==> config.mk <==
export PLATFORM = sky130hd
export DESIGN_NAME = add3_3_arb
export DESIGN_NICKNAME = d
export VERILOG_FILES = /design/src/rtl/add3_3_arb.sv
export SDC_FILE = /design/constraint.sdc
export NUM_CORES = 1
export LEC_CHECK = 0
export ABC_AREA = 0
export CORE_AREA = 2 2 158 160
export DETAILED_ROUTE_END_ITERATION = 8
export DIE_AREA = 0 0 160 162
export SKIP_LAST_GASP = 1
export SYNTH_ARGS = -nofsm -noshare
export SYNTH_HDL_FRONTEND = slang
export SYNTH_SLANG_ARGS = --single-unit
==> constraint.sdc <==
create_clock -name iclk -period 3.1 [get_ports iclk]
set_clock_uncertainty 0.05 [all_clocks]
set_input_delay 0.465 -clock iclk [delete_from_list [all_inputs] [get_ports iclk]]
set_output_delay 0.465 -clock iclk [all_outputs]
set_load 0.01 [all_outputs]
==> src/rtl/add3_3_arb.sv <==
`default_nettype none
// ============================================================================
// Module   : add3_3_arb
// Purpose  : Round-robin scheduler that shares one enable-stalled, pipelined
//            3x3 window adder tree between pNUM_REQ requesters. Tracks the
//            in-flight windows with a tag pipeline kept in lockstep with the
//            tree stages and returns each sum with its requester ID over a
//            valid/ready result port.
// Options  : ADD3_3_ARB_STATS_EN adds saturating issue/stall counters with a
//            synchronous clear input.
// Revision : 1.0 - initial release
// ============================================================================
module add3_3_arb #(
  parameter int pDATA_W  = 8,
  parameter int pNUM_REQ = 4,
  parameter int pLAT     = 4
) (
  input  logic                              iclk,
  input  logic                              irst_n,
  input  logic [pNUM_REQ-1:0]               ireq_valid,
  input  logic [pNUM_REQ*9*pDATA_W-1:0]     ireq_data,
  output logic [pNUM_REQ-1:0]               oreq_ready,
  output logic                              otree_en,
  output logic [9*pDATA_W-1:0]              otree_data,
  input  logic [2*pDATA_W-1:0]              itree_sum,
  output logic                              ores_valid,
  output logic [$clog2(pNUM_REQ)-1:0]       ores_id,
  output logic [2*pDATA_W-1:0]              ores_data,
  input  logic                              ires_ready
`ifdef ADD3_3_ARB_STATS_EN
  ,
  input  logic                              istat_clr,
  output logic [31:0]                       ostat_issue_cnt,
  output logic [31:0]                       ostat_stall_cnt
`endif
);

  localparam int                 c_ID_W     = $clog2(pNUM_REQ);
  localparam logic [c_ID_W-1:0]  c_LAST_RST = c_ID_W'(pNUM_REQ - 1);

  // Tag pipeline mirrors the tree stages: valid bit and requester ID per stage.
  logic [pLAT-1:0]    tag_v_q;
  logic [pLAT-1:0]    tag_v_d;
  logic [c_ID_W-1:0]  tag_id_q [pLAT];
  logic [c_ID_W-1:0]  last_grant_q;
  logic [c_ID_W-1:0]  last_grant_d;

  logic               adv;
  logic               grant_found;
  logic [c_ID_W-1:0]  grant_id;
  logic               xfer;

  // Per-requester window view of the flat request data bus.
  logic [9*pDATA_W-1:0] req_win [pNUM_REQ];

  genvar r;
  generate
    for (r = 0; r < pNUM_REQ; r++) begin : g_unpack
      assign req_win[r] = ireq_data[r*9*pDATA_W +: 9*pDATA_W];
    end
  endgenerate

  // Bubbles in the tail always move, so only a held result can stall the tree.
  assign adv        = ~tag_v_q[pLAT-1] | ires_ready;
  assign otree_en   = adv;
  assign xfer       = adv & grant_found;

  assign ores_valid = tag_v_q[pLAT-1];
  assign ores_id    = tag_id_q[pLAT-1];
  assign ores_data  = itree_sum;

  // Round-robin search starting just after the last granted requester.
  always_comb begin : p_arb
    int                idx;
    logic [c_ID_W-1:0] idx_id;
    grant_found = 1'b0;
    grant_id    = '0;
    idx         = 0;
    idx_id      = '0;
    for (int off = 1; off <= pNUM_REQ; off++) begin
      idx = int'(last_grant_q) + off;
      if (idx >= pNUM_REQ) begin
        idx = idx - pNUM_REQ;
      end
      idx_id = idx[c_ID_W-1:0];
      if (!grant_found && ireq_valid[idx_id]) begin
        grant_found = 1'b1;
        grant_id    = idx_id;
      end
    end
  end

  // Grant decode, tree input mux and next-state for the tag/priority state.
  always_comb begin
    oreq_ready   = '0;
    otree_data   = '0;
    tag_v_d      = {tag_v_q[pLAT-2:0], xfer};
    last_grant_d = last_grant_q;
    if (xfer) begin
      oreq_ready[grant_id] = 1'b1;
      otree_data           = req_win[grant_id];
      last_grant_d         = grant_id;
    end
  end

  // Tag pipeline and priority pointer advance only together with the tree.
  always_ff @(posedge iclk) begin
    if (!irst_n) begin
      tag_v_q      <= '0;
      last_grant_q <= c_LAST_RST;
      for (int k = 0; k < pLAT; k++) begin
        tag_id_q[k] <= '0;
      end
    end else if (adv) begin
      tag_v_q      <= tag_v_d;
      last_grant_q <= last_grant_d;
      tag_id_q[0]  <= grant_id;
      for (int k = 1; k < pLAT; k++) begin
        tag_id_q[k] <= tag_id_q[k-1];
      end
    end
  end

`ifdef ADD3_3_ARB_STATS_EN
  logic [31:0] issue_cnt_q;
  logic [31:0] stall_cnt_q;

  // Saturating transfer and result-stall counters; clear wins over counting.
  always_ff @(posedge iclk) begin
    if (!irst_n || istat_clr) begin
      issue_cnt_q <= '0;
      stall_cnt_q <= '0;
    end else begin
      if (xfer && !(&issue_cnt_q)) begin
        issue_cnt_q <= issue_cnt_q + 32'd1;
      end
      if (tag_v_q[pLAT-1] && !ires_ready && !(&stall_cnt_q)) begin
        stall_cnt_q <= stall_cnt_q + 32'd1;
      end
    end
  end

  assign ostat_issue_cnt = issue_cnt_q;
  assign ostat_stall_cnt = stall_cnt_q;
`endif

endmodule
`default_nettype wire
==> qor.csv, run 1 <==
metric,value,unit
outcome,finished with violations,
failing checks,setup timing,
final setup fails,4,
Residual DRC,0,
post-synth top area share,0.483,
Ys Warns,0,
Pwr Total,2.29,mW
endpoints failing hold,0,
post-synthesis sequential area ratio,0.121,
global-route wire length before repair,24100,um
final instance area,7420,um^2
Post-Layout Cell Count,1045,
diode count,0,
clk_lat worst skew,250,ps
layout cells sized above 1,0.122,
Setup WS pre-CTS,-277,ps
root buf cell,clkbuf_16,
CTS tree,yes,
Wirelength per Cell,16.0,um
peak supply drop,0.000156,V
Post-synth top cells,"mux2i_1 (144), o22ai_1 (73), buf_4 (18)",
GRT Util Overall,0.117,
hold_sp,tag_v_q[0],
Core Region,24100,um^2
port bufs,374,
Crit. Startpoint,ireq_valid[2],
Placement Cell Area,7140,um^2
DR pass1 iterations,4,
Cells after Synth,334,
clock sink count,14,
die area,25900,um^2
post-route minimum period,3200,ps
Crit Path Class,in -> out,
worst reg2reg setup slack,1240,ps
Die Wd,160,um
Cell variety after synth,28,
largest net degree at the start of global routing,33,
P per Cell Area,308,nW/um^2
worst endpoint required time,2580,ps
Worst-Margin Slew,415,ps
RD Place Congestion,0.821,
area grow syn2layout,149,%
total leakage power,3.37,nW
crit path max fanout,17,
crit start category,input pin,
syn avg cell area,8.93,um^2
Hold Path Class,reg -> reg,
f_max,313,MHz
WL met3,1160,um
Die H,162,um
CP arrival,2680,ps
CTS HTree Levels,1,
met1 WL,6810,um
RSZ-0062 raised after global routing,yes,
max cap viols,0,
gr ovfl total,0,
number of synthesized register bits,14,
vias in the first global route,4206,
drt initial violations,109,
top post-synthesis cells by area,"mux2i_1 (48%), o22ai_1 (15%), edfxtp_1 (8.1%)",
Max Used Layer,met4,
final setup margin,-99.7,ps
slew margin rel.,0.722,
CTS Buffer Depth,2,
DP HPWL,14100,um
largest area contributor in the netlist,mux2i_1,
Rows,57,
fin util,0.308,
clock-pin slew on the worst setup and hold paths,50,ps
"Primary FF master, synth",edfxtp_1,
met2 WL post-DR,8520,um
TritonCTS Buffers,3,
Pins Over Slew Limit,0,
post-synth design cell area,2980,um^2
fin nets,1033,
Avg Vias per Cell,3.94,
Placed Instances,1025,
I/O pin cnt,407,
most common cell in the synthesized netlist,mux2i_1,
FILL cells,2620,
Synth async-reset ratio,0,
Tcrit/Tclk final,1.03,
Initial Utilization,0.124,
via count,4113,
RR Startpoint,last_grant_q[0],
DRT antenna net count,0,
Post-Syn Nets,645,
Post-synth EDFFs,8,
initial antenna violation count,0,
Crit. End Element,output pin,
WL final,16700,um
[power by group]
part	switching, mW	leakage [nW]	total (mW)	internal, mW
clock	0.0785	0.0442	0.274	0.196
combinational	0.740	3.18	1.80	1.06
sequential	0.00625	0.146	0.217	0.211
[cells by family after synthesis]
| group | after synthesis | share of synthesized area |
|---|---|---|
| mux | 144 | 0.483 |
| buf+inv | 55 | 0.158 |
| flops | 14 | 0.121 |
| simple gates | 33 | 0.0512 |
| compound gates | 88 | 0.187 |
[cell usage in the layout (no fill, tap or decap), drive strengths merged, types with 2 or more instances in the layout]
| master | count |
|---|---|
| nand2 | 14 |
| edfxtp | 8 |
| nor2 | 6 |
| dlygate4sd2 | 41 |
| dlymetal6s2s | 13 |
| dfxtp | 6 |
| nor3 | 2 |
| and3 | 6 |
| a21oi | 5 |
| a21boi | 3 |
| clkdlybuf4s15 | 12 |
| mux2i | 144 |
| clkbuf | 11 |
| clkdlybuf4s50 | 301 |
| inv | 2 |
| o22ai | 73 |
| nand2b | 3 |
| o21a | 2 |
| buf | 61 |
[per-layer routing]
| metal | global-route usage | vias up |
|---|---|---|
| met2 | 0.215 | 197 |
| met3 | 0.0237 | 16 |
| met1 | 0.142 | 1846 |
| li1 | - | 2054 |
| met5 | 0 | - |
| met4 | 0.0233 | 0 |
[flip-flops by register name (all words and copies together), names as in the netlist]
signal        cells
last_grant_q      2
tag_id_q          8
tag_v_q           4
[through the flow]
| step | TNS [ps] | hold WS [ps] |
|---|---|---|
| finish | -211 | 414 |
| global route | -1180 | 454 |
| CTS | -2120 | 415 |
| detailed placement | -14660 | 405 |
| global placement | -13240 | 402 |
| floorplan | 0 | 391 |
[critical path: stages]
cell and delay [ps]:
clkdlybuf4s50_1 470, buf_4 130, nor3_2 50, a211oi_4 230
buf_6 150, buf_12 150, buf_12 180, mux2i_2 230
o22ai_1 110, clkdlybuf4s50_1 500
[area by class of cell]
class                      count  area [um^2]  share of cell area
clock buffer                   4         88.8              0.0120
inverter                       2         7.51             0.00101
multi-input combinational    265         2210               0.298
sequential                    14          360              0.0486
tap                          324          405              0.0546
timing repair buffer         436         4350               0.586
[timing repair]
item | in CTS | in global routing
gates cloned | 1 | 0
hold buffers | 0 | 0
buffers inserted | 3 | 12
gates resized for setup | 68 | 56
endpoints found under the setup margin | 74 | 70
pin swaps | 1 | 1
[path summary, 6_finish.rpt]
kind | end | depth (start not counted)
worst max-delay path | otree_data[4] | 10
worst min-delay path | tag_v_q[0] | 2
worst max register to register | tag_id_q[0][0] | 8
worst min register to register | tag_v_q[0] | 2
Power figures use the tool's default switching activity.
==> inputs of run 2 (changes only) <==
--- a/config.mk
+++ b/config.mk
@@ -6,9 +6,10 @@
 export NUM_CORES = 1
 export LEC_CHECK = 0
 export ABC_AREA = 0
-export CORE_AREA = 2 2 158 160
+export CORE_AREA = 2 2 159 161
 export DETAILED_ROUTE_END_ITERATION = 8
-export DIE_AREA = 0 0 160 162
+export DIE_AREA = 0 0 161 163
+export PLACE_DENSITY_LB_ADDON = 0.15
 export SKIP_LAST_GASP = 1
 export SYNTH_ARGS = -nofsm -noshare
 export SYNTH_HDL_FRONTEND = slang
==> constraint.sdc (replaced) <==
create_clock -name iclk -period 3.43 [get_ports iclk]
set_clock_uncertainty 0.05 [all_clocks]
set_input_delay 0.5145 -clock iclk [delete_from_list [all_inputs] [get_ports iclk]]
set_output_delay 0.5145 -clock iclk [all_outputs]
set_load 0.01 [all_outputs]
==> qor.csv, run 2 (same netlist as run 1, synthesis figures left out) <==
metric,value,unit,change
DR pass1 iterations,4,,unchanged
drt initial violations,89,,was 109
worst reg2reg setup slack,1720,ps,was 1240 ps
total leakage power,3.69,nW,was 3.37 nW
Top Registers,"tag_id_q: 8 flops, tag_v_q: 4 flops, last_grant_q: 2 flops",,unchanged
Setup TNS,0,ps,was -211 ps
endpoints failing hold,0,,unchanged
die area,26200,um^2,was 25900 um^2
layout cells sized above 1,0.0732,,was 0.122
Max stage delay on crit path,570,ps,was 500 ps
CTS HTree Levels,1,,unchanged
f_max,292,MHz,
hold slack,413,ps,was 414 ps
"Most flops, register",tag_id_q,,unchanged
via count,4131,,was 4113
Rows,58,,was 57
Critical Path Slowest Stage Cell,clkdlybuf4s50_1,,unchanged
Hold Path Class,reg -> reg,,unchanged
Post-Layout Cell Count,1028,,was 1045
Worst-Margin Slew,469,ps,was 415 ps
area grow syn2layout,148,%,was 149%
outcome,"complete, no violations",,was finished with violations
Crit Path Class,in -> out,,unchanged
most frequent cell on the critical path,buf_4,,
CP arrival,2860,ps,was 2680 ps
Die Wd,161,um,was 160 um
final setup fails,0,,was 4
clock power share,0.106,,was 0.120
Pins Over Slew Limit,0,,unchanged
DP HPWL,15500,um,was 14100 um
Crit. End Element,output pin,,unchanged
P per Cell Area,273,nW/um^2,was 308 nW/um^2
Internal Dissipation,1.29,mW,was 1.46 mW
slew margin rel.,0.685,,was 0.722
Comb pwr share,0.796,,was 0.785
global-route wire length before repair,25300,um,was 24100 um
Core Region,24700,um^2,was 24100 um^2
worst endpoint required time,2870,ps,was 2580 ps
Die H,163,um,was 162 um
Wirelength per Cell,17.9,um,was 16.0 um
initial antenna violation count,1,,was 0
clock sink count,14,,unchanged
peak supply drop,0.000153,V,was 0.000156 V
post-route minimum period,3420,ps,
I/O pin cnt,407,,unchanged
Placed Instances,1016,,was 1025
Avg Vias per Cell,4.02,,was 3.94
crit path max fanout,10,,was 17
Sw Share,0.360,,was 0.361
crit-path cells,"clkdlybuf4s50_1, nand2b_1, o21ai_1, a211oi_4, buf_4, buf_4, buf_4, mux2i_1, o22ai_1, clkdlybuf4s50_1",,"was clkdlybuf4s50_1, buf_4, nor3_2, a211oi_4, buf_6, buf_12, buf_12, mux2i_2, o22ai_1, clkdlybuf4s50_1"
port bufs,374,,unchanged
# hold bufs at CTS,0,,unchanged
TritonCTS Buffers,3,,unchanged
GRT Util Overall,0.123,,was 0.117
max cap viols,0,,unchanged
RD Place Congestion,0.828,,was 0.821
"commonest non-fill, non-tap cell in the layout",clkdlybuf4s50_1,,unchanged
Initial Utilization,0.121,,was 0.124
FILL cells,2628,,was 2620
Tcrit/Tclk final,0.998,,
fin nets,1009,,was 1033
largest net degree at the start of global routing,45,,was 33
clock-pin slew on the worst setup and hold paths,40,ps,was 50 ps
Residual DRC,0,,unchanged
gr ovfl total,0,,unchanged
share of power burned in registers,0.098,,was 0.095
Psw,0.728,mW,was 0.824 mW
WL final,18400,um,was 16700 um
clk_lat worst skew,240,ps,was 250 ps
vias in the first global route,4380,,was 4206
DRT antenna net count,0,,unchanged
max FFs per register,8,,unchanged
most frequent cells in the layout,"clkdlybuf4s50_1 (304), mux2i_1 (141), o22ai_1 (72)",,"was clkdlybuf4s50_1 (301), mux2i_1 (138), o22ai_1 (73)"
crit start category,input pin,,unchanged
root buf cell,clkbuf_16,,unchanged
RSZ-0062 raised after global routing,yes,,unchanged
CTS Buffer Depth,2,,unchanged
CTS tree,yes,,unchanged
==> run 2: final timing paths <==
kind,startpoint,endpoint,cells past startpoint
max reg2reg,last_grant_q[0],last_grant_q[0],7
max,ireq_valid[3],otree_data[34],10
min,tag_v_q[1],tag_v_q[1],2
min reg2reg,tag_v_q[1],tag_v_q[1],2
==> run 2: layout make-up <==
type | count | area [um^2] | share of cell area
clock inverters | 1 | 3.75 | 0.000508
inverters | 2 | 7.51 | 0.00102
repair buffers | 412 | 4330 | 0.586
multi-input cells | 265 | 2200 | 0.297
flip-flops and latches | 14 | 360 | 0.0487
diodes | 1 | 2.50 | 0.000339
well taps | 330 | 413 | 0.0559
clock buffers | 3 | 75.1 | 0.0102
==> run 2: stage by stage <==
stage                     total power [mW]  setup WS [ps]  utilization  area [um^2]
after floorplan                      0.954           1120            -         2980
after global placement                1.83           -125        0.286         7050
after detailed placement              1.84           -132        0.286         7050
after CTS                             2.06          -36.5        0.291         7180
after global routing                  2.14           -123        0.299         7390
final                                 2.02           8.17        0.300         7390
==> run 2: worst max-delay path, delay by kind of cell <==
| family | cells | cell delay [ps] |
|---|---|---|
| multiplexers | 1 | 120 |
| AO/OA/AOI/OAI | 3 | 590 |
| AND/OR/NAND/NOR | 1 | 130 |
| buffers and inverters | 5 | 1500 |
==> run 2: per-layer routing <==
layer	up-vias	part of all wire	track usage
li1	2006	-	-
met3	14	0.070	0.0295
met4	0	0.017	0.0195
met5	-	0	0
met1	1901	0.36	0.131
met2	210	0.55	0.248
==> run 2: power by group through the flow <==
stage	combinational [mW]	clock (mW)	sequential, mW
6_report	1.61	0.214	0.198
5_1_grt	1.71	0.226	0.200
4_1_cts	1.65	0.218	0.198
3_5_place_dp	1.63	0	0.201
3_3_place_gp	1.63	0	0.200
2_1_floorplan	0.758	0	0.196
==> run 2: repair_timing <==
| action | in CTS | in global routing |
|---|---|---|
| gates cloned | 1 | 1 |
| buffers inserted | 3 | 2 |
| endpoints found under the setup margin | 60 | 61 |
| pin swaps | 1 | 0 |
| gates resized for setup | 13 | 65 |
==> inputs of run 3 (changes only) <==
--- a/config.mk
+++ b/config.mk
@@ -5,7 +5,7 @@
 export SDC_FILE = /design/constraint.sdc
 export NUM_CORES = 1
 export LEC_CHECK = 0
-export ABC_AREA = 0
+export ABC_AREA = 1
 export CORE_AREA = 2 2 159 161
 export DETAILED_ROUTE_END_ITERATION = 8
 export DIE_AREA = 0 0 161 163
==> qor.csv, run 3 <==
metric,value,unit,change
outcome,"complete, no violations",,unchanged
Pwr Total,11.9,mW,was 2.02 mW
Initial Utilization,0.175,,was 0.121
clock sink count,14,,unchanged
CTS tree,yes,,unchanged
slew margin rel.,0.709,,was 0.685
Post-Syn Nets,1174,,was 645
FILL cells,2718,,was 2628
Die Wd,161,um,unchanged
Post-synth top cells,"nand2_1 (469), nand4_1 (144), a21oi_1 (72)",,"was mux2i_1 (144), o22ai_1 (73), buf_4 (18)"
number of synthesized register bits,14,,unchanged
largest net degree at the start of global routing,38,,was 45
syn avg cell area,4.99,um^2,was 8.93 um^2
Cell variety after synth,26,,was 28
final setup margin,147,ps,was 8.17 ps
fin nets,1535,,was 1009
Worst Reg-to-Reg Cells,14,,was 7
final instance area,9020,um^2,was 7390 um^2
die area,26200,um^2,unchanged
most frequent cells in the layout,"nand2_1 (466), clkdlybuf4s50_1 (298), nand4_1 (144)",,"was clkdlybuf4s50_1 (304), mux2i_1 (141), o22ai_1 (72)"
crit start category,input pin,,unchanged
Worst Setup EP,otree_data[4],,was otree_data[34]
total leakage power,4.43,nW,was 3.69 nW
Residual DRC,0,,unchanged
Pins Over Slew Limit,0,,unchanged
Cells after Synth,863,,was 334
global-route wire length before repair,40000,um,was 25300 um
drt initial violations,367,,was 89
peak supply drop,0.000511,V,was 0.000153 V
clock-pin slew on the worst setup and hold paths,40,ps,about the same
CTS HTree Levels,1,,unchanged
post-synthesis sequential area ratio,0.0836,,was 0.121
storage element area,362,um^2,was 360 um^2
GRT Util Overall,0.191,,was 0.123
layout cells sized above 1,0.105,,was 0.0732
I/O pin cnt,407,,unchanged
most common cell in the synthesized netlist,nand2_1,,was mux2i_1
area grow syn2layout,109,%,was 148%
post-synth top area share,0.409,,was 0.483
Crit Path Class,in -> out,,unchanged
RD Place Congestion,0.849,,was 0.828
RR Startpoint,last_grant_q[1],,was last_grant_q[0]
"Most flops, register",tag_id_q,,unchanged
Top Registers,"tag_id_q: 8 flops, tag_v_q: 4 flops, last_grant_q: 2 flops",,unchanged
fin util,0.366,,was 0.300
worst endpoint required time,2870,ps,about the same
Ys Warns,0,,unchanged
worst reg2reg setup slack,1310,ps,was 1720 ps
Placement Cell Area,8730,um^2,was 7050 um^2
Crit. Startpoint,ireq_valid[1],,was ireq_valid[3]
via count,7085,,was 4131
Tcrit/Tclk final,0.957,,was 0.998
crit path max fanout,15,,was 10
Post-Layout Cell Count,1554,,was 1028
"Primary FF master, synth",edfxtp_1,,unchanged
Avg Vias per Cell,4.56,,was 4.02
Wirelength per Cell,17.2,um,was 17.9 um
Placed Instances,1536,,was 1016
Synth async-reset ratio,0,,unchanged
final setup fails,0,,unchanged
Rows,58,,unchanged
largest area contributor in the netlist,nand2_1,,was mux2i_1
DRT antenna net count,0,,unchanged
f_max,305,MHz,was 292 MHz
DR pass1 iterations,7,,was 4
TritonCTS Buffers,3,,unchanged
Crit. End Element,output pin,,unchanged
"commonest non-fill, non-tap cell in the layout",nand2_1,,was clkdlybuf4s50_1
WL final,26800,um,was 18400 um
# hold bufs at CTS,0,,unchanged
vias in the first global route,7009,,was 4380
R2R Path End,last_grant_q[1],,was last_grant_q[0]
Setup WS pre-CTS,-190,ps,was -132 ps
Core Region,24700,um^2,unchanged
DP HPWL,19700,um,was 15500 um
Worst-Margin Slew,436,ps,was 469 ps
P per Cell Area,1320,nW/um^2,was 273 nW/um^2
max cap viols,0,,unchanged
top post-synthesis cells by area,"nand2_1 (41%), nand4_1 (21%), a21oi_1 (8.4%)",,"was mux2i_1 (48%), o22ai_1 (15%), edfxtp_1 (8.1%)"
initial antenna violation count,1,,unchanged
CP arrival,2720,ps,was 2860 ps
RSZ-0062 raised after global routing,yes,,unchanged
Die H,163,um,unchanged
port bufs,374,,unchanged
gr ovfl total,0,,unchanged
clk_lat worst skew,240,ps,about the same
post-route minimum period,3280,ps,was 3420 ps
root buf cell,clkbuf_16,,unchanged
Post-synth EDFFs,8,,unchanged
area of the multi-input gates,3260,um^2,was 2200 um^2
CTS Buffer Depth,2,,unchanged
post-synth design cell area,4310,um^2,was 2980 um^2
endpoints failing hold,0,,unchanged
Hold Path Class,reg -> reg,,unchanged
max FFs per register,8,,unchanged
-- run 3: cell count changes after synthesis, moves of 8 or more --
cell     before  now
nand2_1      14  469
mux2i_1     144    0
nand4_1       0  144
o22ai_1      73    2
a21oi_1       5   72
buf_2         2   50
inv_1         2   18
buf_4        18   28
buf_12        8    0
-- run 3: per-layer routing --
metal	track usage	wire length, um
met5	0	0
met4	0.0418	603
met3	0.0295	1590
met2	0.343	13100
met1	0.241	11400
-- run 3: layout make-up --
type / instances / area share
Tap cell: 330 / 0.0458
Clock inverter: 1 / 0.000416
Multi-Input combinational cell: 720 / 0.361
Timing Repair Buffer: 461 / 0.533
Clock buffer: 3 / 0.00832
Inverter: 24 / 0.0111
Sequential cell: 14 / 0.0401
Antenna cell: 1 / 0.000277
-- run 3: worst min path at each step --
stage               startpoint         end  depth (start not counted)
floorplan           tag_v_q[0]  tag_v_q[1]                          2
CTS                 tag_v_q[0]  tag_v_q[1]                          2
detailed placement  tag_v_q[0]  tag_v_q[1]                          2
global route        tag_v_q[0]  tag_v_q[1]                          2
global placement    tag_v_q[0]  tag_v_q[1]                          2
finish              tag_v_q[0]  tag_v_q[1]                          2
-- run 3: timing repair --
| action | CTS | global route |
|---|---|---|
| cloned | 5 | 1 |
| endpoints found under the setup margin | 76 | 73 |
| buffers inserted | 6 | 1 |
| pin swaps | 1 | 2 |
| resized for setup | 67 | 80 |
-- run 3: worst max-delay path, cell delays in order --
cell	delay [ps]
clkdlybuf4s50_1	430
inv_1	70
nand2_1	40
nand3_1	80
nand2_1	110
nor2_4	170
nand3_4	160
nand3_4	130
buf_12	130
bufbuf_16	290
nand2_1	60
nand2_1	50
nand2_1	60
a21oi_1	130
dlygate4sd2_1	280
-- run 3: power breakdown --
group	leakage (nW)	switching, mW	total [mW]	internal, mW
registers	0.145	0.0333	0.255	0.222
clock network	0.0385	0.0627	0.216	0.154
logic	4.25	6.31	11.5	5.16
-- run 3: per-stage QoR --
step                      setup TNS (ps)  hold WS, ps
after floorplan                        0          394
after global placement             -9130          409
after detailed placement           -9960          416
after CTS                          -1610          418
after global routing               -97.1          436
final                                  0          414
-- run 3: cell families after synthesis --
group / count (synthesis) / synth area share
AND/OR/NAND/NOR: 642 / 0.653
flip-flops: 14 / 0.0836
AO/OA/AOI/OAI: 78 / 0.0923
buffers and inverters: 129 / 0.171
